--- src/rtl/fetch_stage_pkg.sv ---
// Shared types and constants for the instruction fetch stage.
package fetch_stage_pkg;

  // PC mux select produced by br_calc in execute.
  typedef enum logic {
    pcmux_pc  = 1'b0,
    pcmux_jmp = 1'b1
  } pcmux_selop;

  // Fetch sequencer states.
  typedef enum logic [1:0] {
    fs_req   = 2'd0,
    fs_wait  = 2'd1,
    fs_drop  = 2'd2,
    fs_fault = 2'd3
  } fetch_state;

  // addi x0,x0,0
  localparam logic [31:0] rvga_nop = 32'h0000_0013;

  // Sequential successor of a fetch address; 0xFFFFFFFC wraps to 0.
  function automatic logic [31:0] pc_seq_next(input logic [31:0] pc);
    return pc + 32'd4;
  endfunction

  // Redirect targets arrive halfword aligned; bit 0 is never part of a PC.
  function automatic logic [31:0] clear_lsb(input logic [31:0] addr);
    return addr & 32'hFFFF_FFFE;
  endfunction

endpackage

--- src/rtl/fetch_stage_if.sv ---
// Instruction-memory request/response bus: req/gnt handshake plus rvalid response.
interface fetch_stage_if;
  logic        imem_req;
  logic [31:0] imem_addr;
  logic        imem_gnt;
  logic        imem_rvalid;
  logic [31:0] imem_rdata;

  modport master (
    output imem_req,
    output imem_addr,
    input  imem_gnt,
    input  imem_rvalid,
    input  imem_rdata
  );

  modport slave (
    input  imem_req,
    input  imem_addr,
    output imem_gnt,
    output imem_rvalid,
    output imem_rdata
  );
endinterface

--- src/rtl/fetch_pc_reg.sv ---
// Architectural PC register with sequential increment and redirect mux.
module fetch_pc_reg
  import fetch_stage_pkg::*;
#(
  parameter logic [31:0] RESET_PC = 32'h0000_0000
) (
  input  logic        clk,
  input  logic        rst,
  input  logic        redirect,
  input  logic [31:0] redirect_pc,
  input  logic        advance,
  output logic [31:0] pc
);

  logic [31:0] pc_r;

  // Redirect wins over the sequential advance taken on a granted fetch.
  always_ff @(posedge clk or posedge rst) begin
    if (rst) begin
      pc_r <= RESET_PC;
    end else if (redirect) begin
      pc_r <= redirect_pc;
    end else if (advance) begin
      pc_r <= pc_seq_next(pc_r);
    end else begin
      pc_r <= pc_r;
    end
  end

  assign pc = pc_r;

endmodule

--- src/rtl/fetch_stage.sv ---
// Instruction fetch stage: PC ownership, one-outstanding imem fetch sequencer,
// single-entry output register towards decode, wrong-path flush on redirect.
module fetch_stage
  import fetch_stage_pkg::*;
#(
  parameter logic [31:0] RESET_PC  = 32'h0000_0000,
  parameter logic [31:0] NOP_INSTR = rvga_nop
) (
  input  logic                clk,
  input  logic                rst,
  input  pcmux_selop          pcmux_sel,
  input  logic [31:0]         jmp_tgt,
  input  logic                stall,
  fetch_stage_if.master       imem,
  output logic                if_valid,
  output logic [31:0]         if_pc,
  output logic [31:0]         if_instr,
  output logic                if_fault
);

  fetch_state  state_r;
  logic [31:0] req_pc_r;
  logic        fault_pend_r;
  logic        if_valid_r;
  logic [31:0] if_pc_r;
  logic [31:0] if_instr_r;
  logic        if_fault_r;

  logic        redirect_s;
  logic [31:0] redirect_pc_s;
  logic        buf_free_s;
  logic        resp_owed_s;
  logic        retire_s;
  logic        req_s;
  logic        grant_s;
  logic [31:0] pc_s;

  assign redirect_s    = (pcmux_sel == pcmux_jmp);
  assign redirect_pc_s = clear_lsb(jmp_tgt);
  assign buf_free_s    = ~if_valid_r | ~stall;
  assign retire_s      = if_valid_r & ~stall;
  // A response is still owed if a request is in flight and it does not land this cycle.
  assign resp_owed_s   = ((state_r == fs_wait) || (state_r == fs_drop)) & ~imem.imem_rvalid;

  // Request only when the output entry will be free; rst gating keeps req low during reset.
  always_comb begin
    req_s = 1'b0;
    case (state_r)
      fs_req:   req_s = buf_free_s & ~redirect_s & ~rst;
      fs_wait:  req_s = 1'b0;
      fs_drop:  req_s = 1'b0;
      fs_fault: req_s = 1'b0;
      default:  req_s = 1'b0;
    endcase
  end

  assign grant_s        = req_s & imem.imem_gnt;
  assign imem.imem_req  = req_s;
  assign imem.imem_addr = pc_s;

  fetch_pc_reg #(
    .RESET_PC (RESET_PC)
  ) u_pc_reg (
    .clk         (clk),
    .rst         (rst),
    .redirect    (redirect_s),
    .redirect_pc (redirect_pc_s),
    .advance     (grant_s),
    .pc          (pc_s)
  );

  // Fetch FSM and decode output register; redirect overrides every other event.
  always_ff @(posedge clk or posedge rst) begin
    if (rst) begin
      state_r      <= fs_req;
      req_pc_r     <= RESET_PC;
      fault_pend_r <= 1'b0;
      if_valid_r   <= 1'b0;
      if_pc_r      <= 32'h0000_0000;
      if_instr_r   <= NOP_INSTR;
      if_fault_r   <= 1'b0;
    end else if (redirect_s) begin
      if_instr_r <= NOP_INSTR;
      if (jmp_tgt[1] && !resp_owed_s) begin
        // Misaligned target with nothing in flight: report the fault now.
        state_r      <= fs_fault;
        fault_pend_r <= 1'b0;
        if_valid_r   <= 1'b1;
        if_fault_r   <= 1'b1;
        if_pc_r      <= redirect_pc_s;
      end else begin
        // Kill the entry; drain an owed response first (fault deferred if pending).
        state_r      <= resp_owed_s ? fs_drop : fs_req;
        fault_pend_r <= jmp_tgt[1];
        if_valid_r   <= 1'b0;
        if_fault_r   <= 1'b0;
      end
    end else begin
      case (state_r)
        fs_req: begin
          if (grant_s) begin
            req_pc_r <= pc_s;
            state_r  <= fs_wait;
          end
          if (retire_s) begin
            if_valid_r <= 1'b0;
            if_instr_r <= NOP_INSTR;
          end
        end
        fs_wait: begin
          if (imem.imem_rvalid) begin
            if_valid_r <= 1'b1;
            if_instr_r <= imem.imem_rdata;
            if_pc_r    <= req_pc_r;
            if_fault_r <= 1'b0;
            state_r    <= fs_req;
          end
        end
        fs_drop: begin
          if (imem.imem_rvalid) begin
            if (fault_pend_r) begin
              // PC already holds the misaligned target captured at redirect.
              state_r    <= fs_fault;
              if_valid_r <= 1'b1;
              if_fault_r <= 1'b1;
              if_pc_r    <= pc_s;
              if_instr_r <= NOP_INSTR;
            end else begin
              state_r <= fs_req;
            end
            fault_pend_r <= 1'b0;
          end
        end
        fs_fault: begin
          state_r <= fs_fault;
        end
        default: begin
          state_r      <= fs_req;
          fault_pend_r <= 1'b0;
          if_valid_r   <= 1'b0;
          if_fault_r   <= 1'b0;
          if_instr_r   <= NOP_INSTR;
        end
      endcase
    end
  end

  assign if_valid = if_valid_r;
  assign if_pc    = if_pc_r;
  assign if_instr = if_instr_r;
  assign if_fault = if_fault_r;

endmodule
--- src/flat_wrapper.sv ---
// flat-port wrapper written by rule: the top's interface ports become plain ports
module fetch_stage_flat import fetch_stage_pkg::*;
#(
  parameter logic [31:0] RESET_PC  = 32'h0000_0000,
  parameter logic [31:0] NOP_INSTR = rvga_nop
)
  (clk, rst, pcmux_sel, jmp_tgt, stall, if_valid, if_pc, if_instr, if_fault, imem_imem_req, imem_imem_addr, imem_imem_gnt, imem_imem_rvalid, imem_imem_rdata);
  fetch_stage_if imem_i ();
  input  logic clk;
  input  logic rst;
  input  pcmux_selop pcmux_sel;
  input  logic [31:0] jmp_tgt;
  input  logic stall;
  output logic if_valid;
  output logic [31:0] if_pc;
  output logic [31:0] if_instr;
  output logic if_fault;
  output wire logic [$bits(imem_i.imem_req)-1:0] imem_imem_req;
  output wire logic [$bits(imem_i.imem_addr)-1:0] imem_imem_addr;
  input wire logic [$bits(imem_i.imem_gnt)-1:0] imem_imem_gnt;
  input wire logic [$bits(imem_i.imem_rvalid)-1:0] imem_imem_rvalid;
  input wire logic [$bits(imem_i.imem_rdata)-1:0] imem_imem_rdata;
  assign imem_imem_req = imem_i.imem_req;
  assign imem_imem_addr = imem_i.imem_addr;
  assign imem_i.imem_gnt = imem_imem_gnt;
  assign imem_i.imem_rvalid = imem_imem_rvalid;
  assign imem_i.imem_rdata = imem_imem_rdata;
  fetch_stage #(.RESET_PC(RESET_PC), .NOP_INSTR(NOP_INSTR)) u_core (.clk(clk), .rst(rst), .pcmux_sel(pcmux_sel), .jmp_tgt(jmp_tgt), .stall(stall), .imem(imem_i), .if_valid(if_valid), .if_pc(if_pc), .if_instr(if_instr), .if_fault(if_fault));
endmodule
--- config.mk ---
export PLATFORM = sky130hd
export DESIGN_NAME = fetch_stage_flat
export DESIGN_NICKNAME = d
export VERILOG_FILES = /design/src/rtl/fetch_stage_pkg.sv /design/src/rtl/fetch_stage_if.sv /design/src/rtl/fetch_pc_reg.sv /design/src/rtl/fetch_stage.sv /design/src/flat_wrapper.sv
export SDC_FILE = /design/constraint.sdc
export NUM_CORES = 1
export LEC_CHECK = 0
export ABC_AREA = 1
export ABC_CLOCK_PERIOD_IN_PS = 15000
export CORE_ASPECT_RATIO = 1.5
export CORE_MARGIN = 3
export CORE_UTILIZATION = 32
export CTS_CLUSTER_DIAMETER = 120
export CTS_CLUSTER_SIZE = 8
export DETAILED_ROUTE_END_ITERATION = 8
export PLACE_DENSITY = 0.63
export SLEW_MARGIN = 20
export SYNTH_ARGS = -nofsm -noshare
export SYNTH_HDL_FRONTEND = slang
export SYNTH_SLANG_ARGS = --single-unit
--- constraint.sdc ---
create_clock -name clk -period 15 [get_ports clk]
set_input_delay 4.5 -clock clk [delete_from_list [all_inputs] [get_ports clk]]
set_output_delay 4.5 -clock clk [all_outputs]
set_load 0.05 [all_outputs]
==> results of run 1 <==
-- per-stage QoR --
stage	area, um^2	instances
after global placement	8480	1275
after global routing	9110	1307
after floorplan	6620	884
after CTS	9100	1307
final	9110	1307
after detailed placement	8480	1275
-- layer usage --
layer	up-vias	track usage, %
met5	-	0
met4	0	5.81
met3	30	3.91
met2	206	32.7
met1	2923	22.1
li1	3118	-
-- worst max-delay path by stage --
stage,start,endpoint,depth (start not counted)
2_1_floorplan,rst,imem_imem_req,3
6_report,rst,imem_imem_req,5
4_1_cts,rst,imem_imem_req,5
3_5_place_dp,rst,imem_imem_req,5
5_1_grt,rst,imem_imem_req,5
3_3_place_gp,rst,imem_imem_req,5
-- placed cells by master, fill, tap and decap left out --
cell type / count
nand2_1: 359
clkdlybuf4s50_1: 166
dfrtp_1: 128
o21ai_0: 93
inv_1: 73
nor2_1: 49
o211ai_1: 38
o21ai_1: 35
nand3_1: 27
clkbuf_16: 17
xor2_1: 10
buf_4: 7
ha_1: 6
inv_6: 5
a21oi_1: 4
clkinvlp_4: 4
and2_1: 3
bufinv_16: 3
dfstp_2: 3
nor3_1: 2
clkinv_4: 2
inv_2: 1
nand2_2: 1
nor3_2: 1
nor2_4: 1
clkinv_1: 1
o211ai_2: 1
nor2_2: 1
nand2_4: 1
or2_2: 1
o221ai_1: 1
conb_1: 1
clkinv_2: 1
clkbuf_8: 1
-- sequential cells by signal (all words and copies together), names as in the netlist --
signal / flops
u_core.u_pc_reg.pc: 31
u_core.if_instr: 32
u_core.if_valid: 1
u_core.if_fault: 1
u_core.req_pc_r: 31
u_core.fault_pend_r: 1
u_core.if_pc: 32
u_core.state_r: 2
-- power by group through the flow --
| stage | Sequential [mW] | Clock, mW | Combinational [mW] |
|---|---|---|---|
| 4_1_cts | 0.541 | 0.446 | 0.810 |
| 2_1_floorplan | 0.810 | 0 | 0.281 |
| 5_1_grt | 0.556 | 0.463 | 0.869 |
| 6_report | 0.541 | 0.438 | 0.798 |
| 3_3_place_gp | 0.544 | 0 | 0.801 |
| 3_5_place_dp | 0.547 | 0 | 0.808 |
-- cells in the mapped netlist (all sizes together) --
cell,count,area (um^2)
and2,3,18.8
clkinv,1,3.75
clkbuf,21,78.8
or2,1,6.26
nand3,27,135
o21ai,128,641
nand2,361,1360
dfstp,3,78.8
nor2,51,194
o211ai,39,298
dfrtp,128,3200
buf,21,120
a21oi,4,20.0
nor3,3,15.0
xor2,10,87.6
conb,1,3.75
ha,6,75.1
o221ai,1,8.76
inv,75,282
-- worst max-delay path, stage by stage --
cell	delay [ns]
clkdlybuf4s50_1	0.47
inv_6	0.52
nand3_1	0.22
nor2_1	0.17
clkdlybuf4s50_1	0.84
-- cell families (layout without fill, tap and decap cells) --
kind of cell | count (synthesis) | in the layout | share of synthesized area [%]
xor gates and xnor gates | 10 | 10 | 1.32
AOI/OAI and AO/OA | 172 | 172 | 14.6
adders and majority gates | 6 | 6 | 1.13
and+or+nand+nor | 446 | 446 | 26.0
DFF | 131 | 131 | 49.5
other | 1 | 1 | 0.0566
buffers and inverters | 118 | 281 | 7.31
-- layout make-up --
| cell class | count | share of cell area, % |
|---|---|---|
| well taps | 260 | 3.57 |
| flip-flops and latches | 131 | 36.0 |
| clock inverters | 14 | 1.95 |
| inverters | 76 | 3.19 |
| multi-input cells | 635 | 31.6 |
| repair buffers | 173 | 18.8 |
| clock buffers | 18 | 4.82 |
==> impl_metrics.tcl, run 1 <==
set metrics [dict create \
    gr-total-overflow 0 \
    crit_path_start_kind "input port" \
    cp.arrival_ns 6.80 \
    period_minus_slack_ns 11.30 \
    root_buffer "clkbuf_16" \
    power_mw 1.78 \
    area.growth.synth_to_final_pct 37.5 \
    die_h_um 182 \
    grt_pass1_vias 6240 \
    antenna_found_initial 0 \
    clk_latency_ns 0.42 \
    avgViaCountPerCell 4.80 \
    ctsLongestPathBuffers 2 \
    num_antenna_cells 0 \
    clock_skew_ns 0.00907 \
    wl_met2_mm 10.3 \
    cts_setup_buffers 0 \
    worstSetupPathType "input port to primary output" \
    p_switching_mw 0.796 \
    tns_ns 0 \
    die_w_um 123 \
    fin_crit_sh_pct 75.4 \
    switching_share_pct 44.8 \
    drv_cap 0 \
    rsz0062_at_grt "false" \
    peakVddDrop_mv 0.0704 \
    synth.distinct_cells 26 \
    dieArea_um2 22500 \
    timing.rr.start "u_core.state_r[0]" \
    drtAntennaViolNets 0 \
    post-route-util_pct 45.5 \
    vias 6277 \
    crit_fanout 80 \
    pin_count 169 \
    reg2reg_slack_ns 12.13 \
    numCtsBuffers 17 \
    finalSetupViolations 0 \
    worst_slew_pin_slew_ns 0.991 \
    wl_met1_mm 8.52 \
    worstHoldEndpoint "u_core.if_instr[4]" \
    port_buffers 166 \
    combPwrFrac_pct 44.9 \
    met3_length_mm 1.21 \
    h-tree-depth 4 \
    core_area_um2 20000 \
    max_freq_mhz 88.5 \
    clock_sinks 131 \
    path_clk_slew_ns 0.06 \
    rr_worst_depth 10 \
    rows 63 \
    grt_pass1_wl_mm 32.3 \
    register_area_um2 3280 \
    globalplace.congestion 0.860 \
    hp-start "u_core.if_instr[4]" \
    synth.net_count 960 \
    hold_path_depth 2 \
    remaining_drc_errors 0 \
    grt_max_degree 81 \
    cts_tree "built" \
    top_layer_used "met4" \
    finalWirelength_mm 20.3 \
    multi_input_area_um2 2880 \
    cts_hold_buf 0 \
    hold_viol_final 0 \
    p_leak_nw 4.14 \
    power_density_nw_per_um2 195 \
    cp-end-kind "primary output" \
    netlist_instances 884 \
    dp_hpwl_mm 14.1 \
    fillers 2027 \
    drtIter0Drc 288 \
    nets 1110 \
    pwr-share-seq_pct 30.4 \
    post-place-ws_ns 3.65 \
    max_slew_margin_pct 33.8 \
    drive_gt1_share_pct 4.87 \
    r2r_end "u_core.if_pc[10]" \
    syn_area_um2 6620 \
    syn_avg_cell_area_um2 7.49 \
    synth-seq-area-share_pct 49.5 \
    outcome "complete, no violations" \
    drt_first_pass_iters 5 \
    p_int_mw 0.981 \
    hold_class "register to register" \
    clockPowerShare_pct 24.6 \
    ctsResizeCount 0 \
    ys_warn_count 0 \
    finalMaxSlewViolations 0 \
    worst_ep_required_time_ns 10.50 \
    wire_per_inst_um 15.6 \
    holdWs_ns 0.475 \
    start_util_pct 33.1 \
    synth-seq-cells 131 \
    setup_slack_ns 3.70 \
    grt.total_usage_pct 18.5 \
]
Power figures use the tool's default switching activity.
==> inputs of run 2 (changes only) <==
--- a/config.mk
+++ b/config.mk
@@ -6,14 +6,14 @@
 export NUM_CORES = 1
 export LEC_CHECK = 0
 export ABC_AREA = 1
-export ABC_CLOCK_PERIOD_IN_PS = 15000
+export ABC_CLOCK_PERIOD_IN_PS = 9100
 export CORE_ASPECT_RATIO = 1.5
 export CORE_MARGIN = 3
 export CORE_UTILIZATION = 32
 export CTS_CLUSTER_DIAMETER = 120
 export CTS_CLUSTER_SIZE = 8
 export DETAILED_ROUTE_END_ITERATION = 8
-export PLACE_DENSITY = 0.63
+export PLACE_DENSITY = 0.65
 export SLEW_MARGIN = 20
 export SYNTH_ARGS = -nofsm -noshare
 export SYNTH_HDL_FRONTEND = slang
==> constraint.sdc (replaced) <==
create_clock -name clk -period 9.1 [get_ports clk]
set_input_delay 2.73 -clock clk [delete_from_list [all_inputs] [get_ports clk]]
set_output_delay 2.73 -clock clk [all_outputs]
set_load 0.05 [all_outputs]
==> run 2 against run 1 <==
Routed wire length hardly changed; largest power group unchanged; cell count is 0.15% higher; register-to-register slack worse by 5.5 ns; first-iteration DRC count is 11% higher; largest cell class unchanged; non-clock buffer count is 3 higher; flip-flop and latch count stayed put; global-route usage hardly changed; clock skew is 0.0011 ns lower.
==> impl_metrics.tcl, run 2 (synthesis results as in run 1) <==
set metrics [dict create \
    cts_setup_buffers 0 \
    power_mw 2.97 \
    rsz0062_at_grt "false" \
    ctsResizeCount 0 \
    numCtsBuffers 17 \
    h-tree-depth 4 \
    startpoint "pcmux_sel" \
    port_buffers 166 \
    core_area_um2 20000 \
    grt_pass1_wl_mm 32.3 \
    cts_tree "built" \
    vias 6271 \
    start_util_pct 33.1 \
    finalMaxSlewViolations 0 \
    grt_pass1_vias 6280 \
    fin_area_um2 9160 \
    crit_fanout 40 \
    path_buf_inv 4 \
    finalWirelength_mm 20.3 \
    root_buffer "clkbuf_16" \
    hold_class "register to register" \
    period_minus_slack_ns 7.48 \
    pin_count 169 \
    reg2reg_slack_ns 6.60 \
    avgViaCountPerCell 4.79 \
    area.growth.synth_to_final_pct 38.3 \
    crit_path_start_kind "input port" \
    die_h_um 182 \
    crit_slowest_cell "clkdlybuf4s50_1" \
    fin_crit_sh_pct 82.2 \
    hold_path_depth 2 \
    worstHoldEndpoint "u_core.if_instr[1]" \
    power_density_nw_per_um2 325 \
    die_w_um 123 \
    path_clk_slew_ns 0.06 \
    dieArea_um2 22500 \
    peakVddDrop_mv 0.127 \
    clock_sinks 131 \
    worstPathCellList "clkdlybuf4s50_1 -> buf_4 -> inv_2 -> nand3_1 -> nor2_1 -> clkdlybuf4s50_1" \
    drv_cap 0 \
    cp_top_family "buffers and inverters" \
    cp_common_cell "clkdlybuf4s50_1" \
    max_slew_margin_pct 31.3 \
    globalplace.congestion 0.916 \
    grt.total_usage_pct 18.4 \
    rows 63 \
    hp-start "u_core.if_instr[1]" \
    worst_slew_pin_slew_ns 1.03 \
    layout_common_cells "360 x nand2_1, 166 x clkdlybuf4s50_1, 128 x dfrtp_1" \
    gr-total-overflow 0 \
    clk_latency_ns 0.42 \
    finalSetupViolations 0 \
    grt_max_degree 72 \
    drt_first_pass_iters 5 \
    holdWs_ns 0.477 \
    drtIter0Drc 321 \
    timing.rr.start "u_core.state_r[0]" \
    max_freq_mhz 134 \
    remaining_drc_errors 0 \
    cp-end-kind "primary output" \
    hold_viol_final 0 \
    drtAntennaViolNets 0 \
    antenna_found_initial 0 \
    ctsLongestPathBuffers 2 \
    r2r_end "u_core.if_pc[25]" \
    outcome "complete, no violations" \
    nets 1113 \
    layout_commonest_cell "nand2_1" \
    cts_hold_buf 0 \
    max_stage_delay_ns 0.83 \
    post-route-util_pct 45.8 \
    tns_ns 0 \
    wire_per_inst_um 15.5 \
    worst_ep_required_time_ns 6.37 \
    dp_hpwl_mm 14.1 \
    p_leak_nw 4.17 \
    worstSetupPathType "input port to primary output" \
    rr_worst_depth 10 \
    cp.arrival_ns 4.75 \
    num_antenna_cells 0 \
    placed_cell_area_um2 8500 \
    clock_skew_ns 0.00801 \
    drive_gt1_share_pct 4.96 \
]
-- run 2: cell types whose count changed in the layout (fill, tap and decap cells not counted), sizes merged --
cell | previous run | this run
buf | 7 | 10
clkbuf | 18 | 19
inv | 79 | 74
bufinv | 3 | 5
clkinvlp | 4 | 3
clkinv | 4 | 6
-- run 2: how the worst max path moves through the flow --
stage | depth (start not counted) | endpoint
detailed placement | 6 | imem_imem_req
finish | 6 | imem_imem_req
global route | 6 | imem_imem_req
floorplan | 3 | imem_imem_req
global placement | 6 | imem_imem_req
CTS | 6 | imem_imem_req
-- run 2: report_power, final --
group / switching [mW] / internal [mW]
registers: 0.116 / 0.776
logic: 0.919 / 0.401
clock network: 0.263 / 0.500
total: 1.30 / 1.68
-- run 2: area by class of cell --
type | count | area [um^2]
flip-flops and latches | 131 | 3280
inverters | 76 | 289
clock inverters | 12 | 205
fillers | 2025 | 10900
clock buffers | 19 | 453
repair buffers | 176 | 1740
multi-input cells | 635 | 2870
well taps | 260 | 325
-- run 2: worst reg2reg max path, stage by stage, from the launching register on --
cell	delay (ns)
dfrtp_1	0.40
inv_1	0.10
ha_1	0.33
nand2_1	0.10
nand2_1	0.07
nand2_1	0.08
inv_1	0.78
nor2_2	0.07
buf_4	0.29
nand2_1	0.12
nand2_1	0.05
-- run 2: routing by layer --
metal / vias up / part of all wire [%] / global-route usage (%)
li1: 3117 / - / -
met1: 2913 / 40 / 21.8
met2: 214 / 52 / 32.9
met3: 27 / 6.7 / 4.19
met4: 0 / 1.8 / 5.41
met5: - / 0 / 0
-- run 2: through the flow --
stage,std cells,setup WS [ns]
after floorplan,884,1.09
after global placement,1278,1.60
after detailed placement,1278,1.59
after CTS,1309,1.60
after global routing,1309,1.44
final,1309,1.62
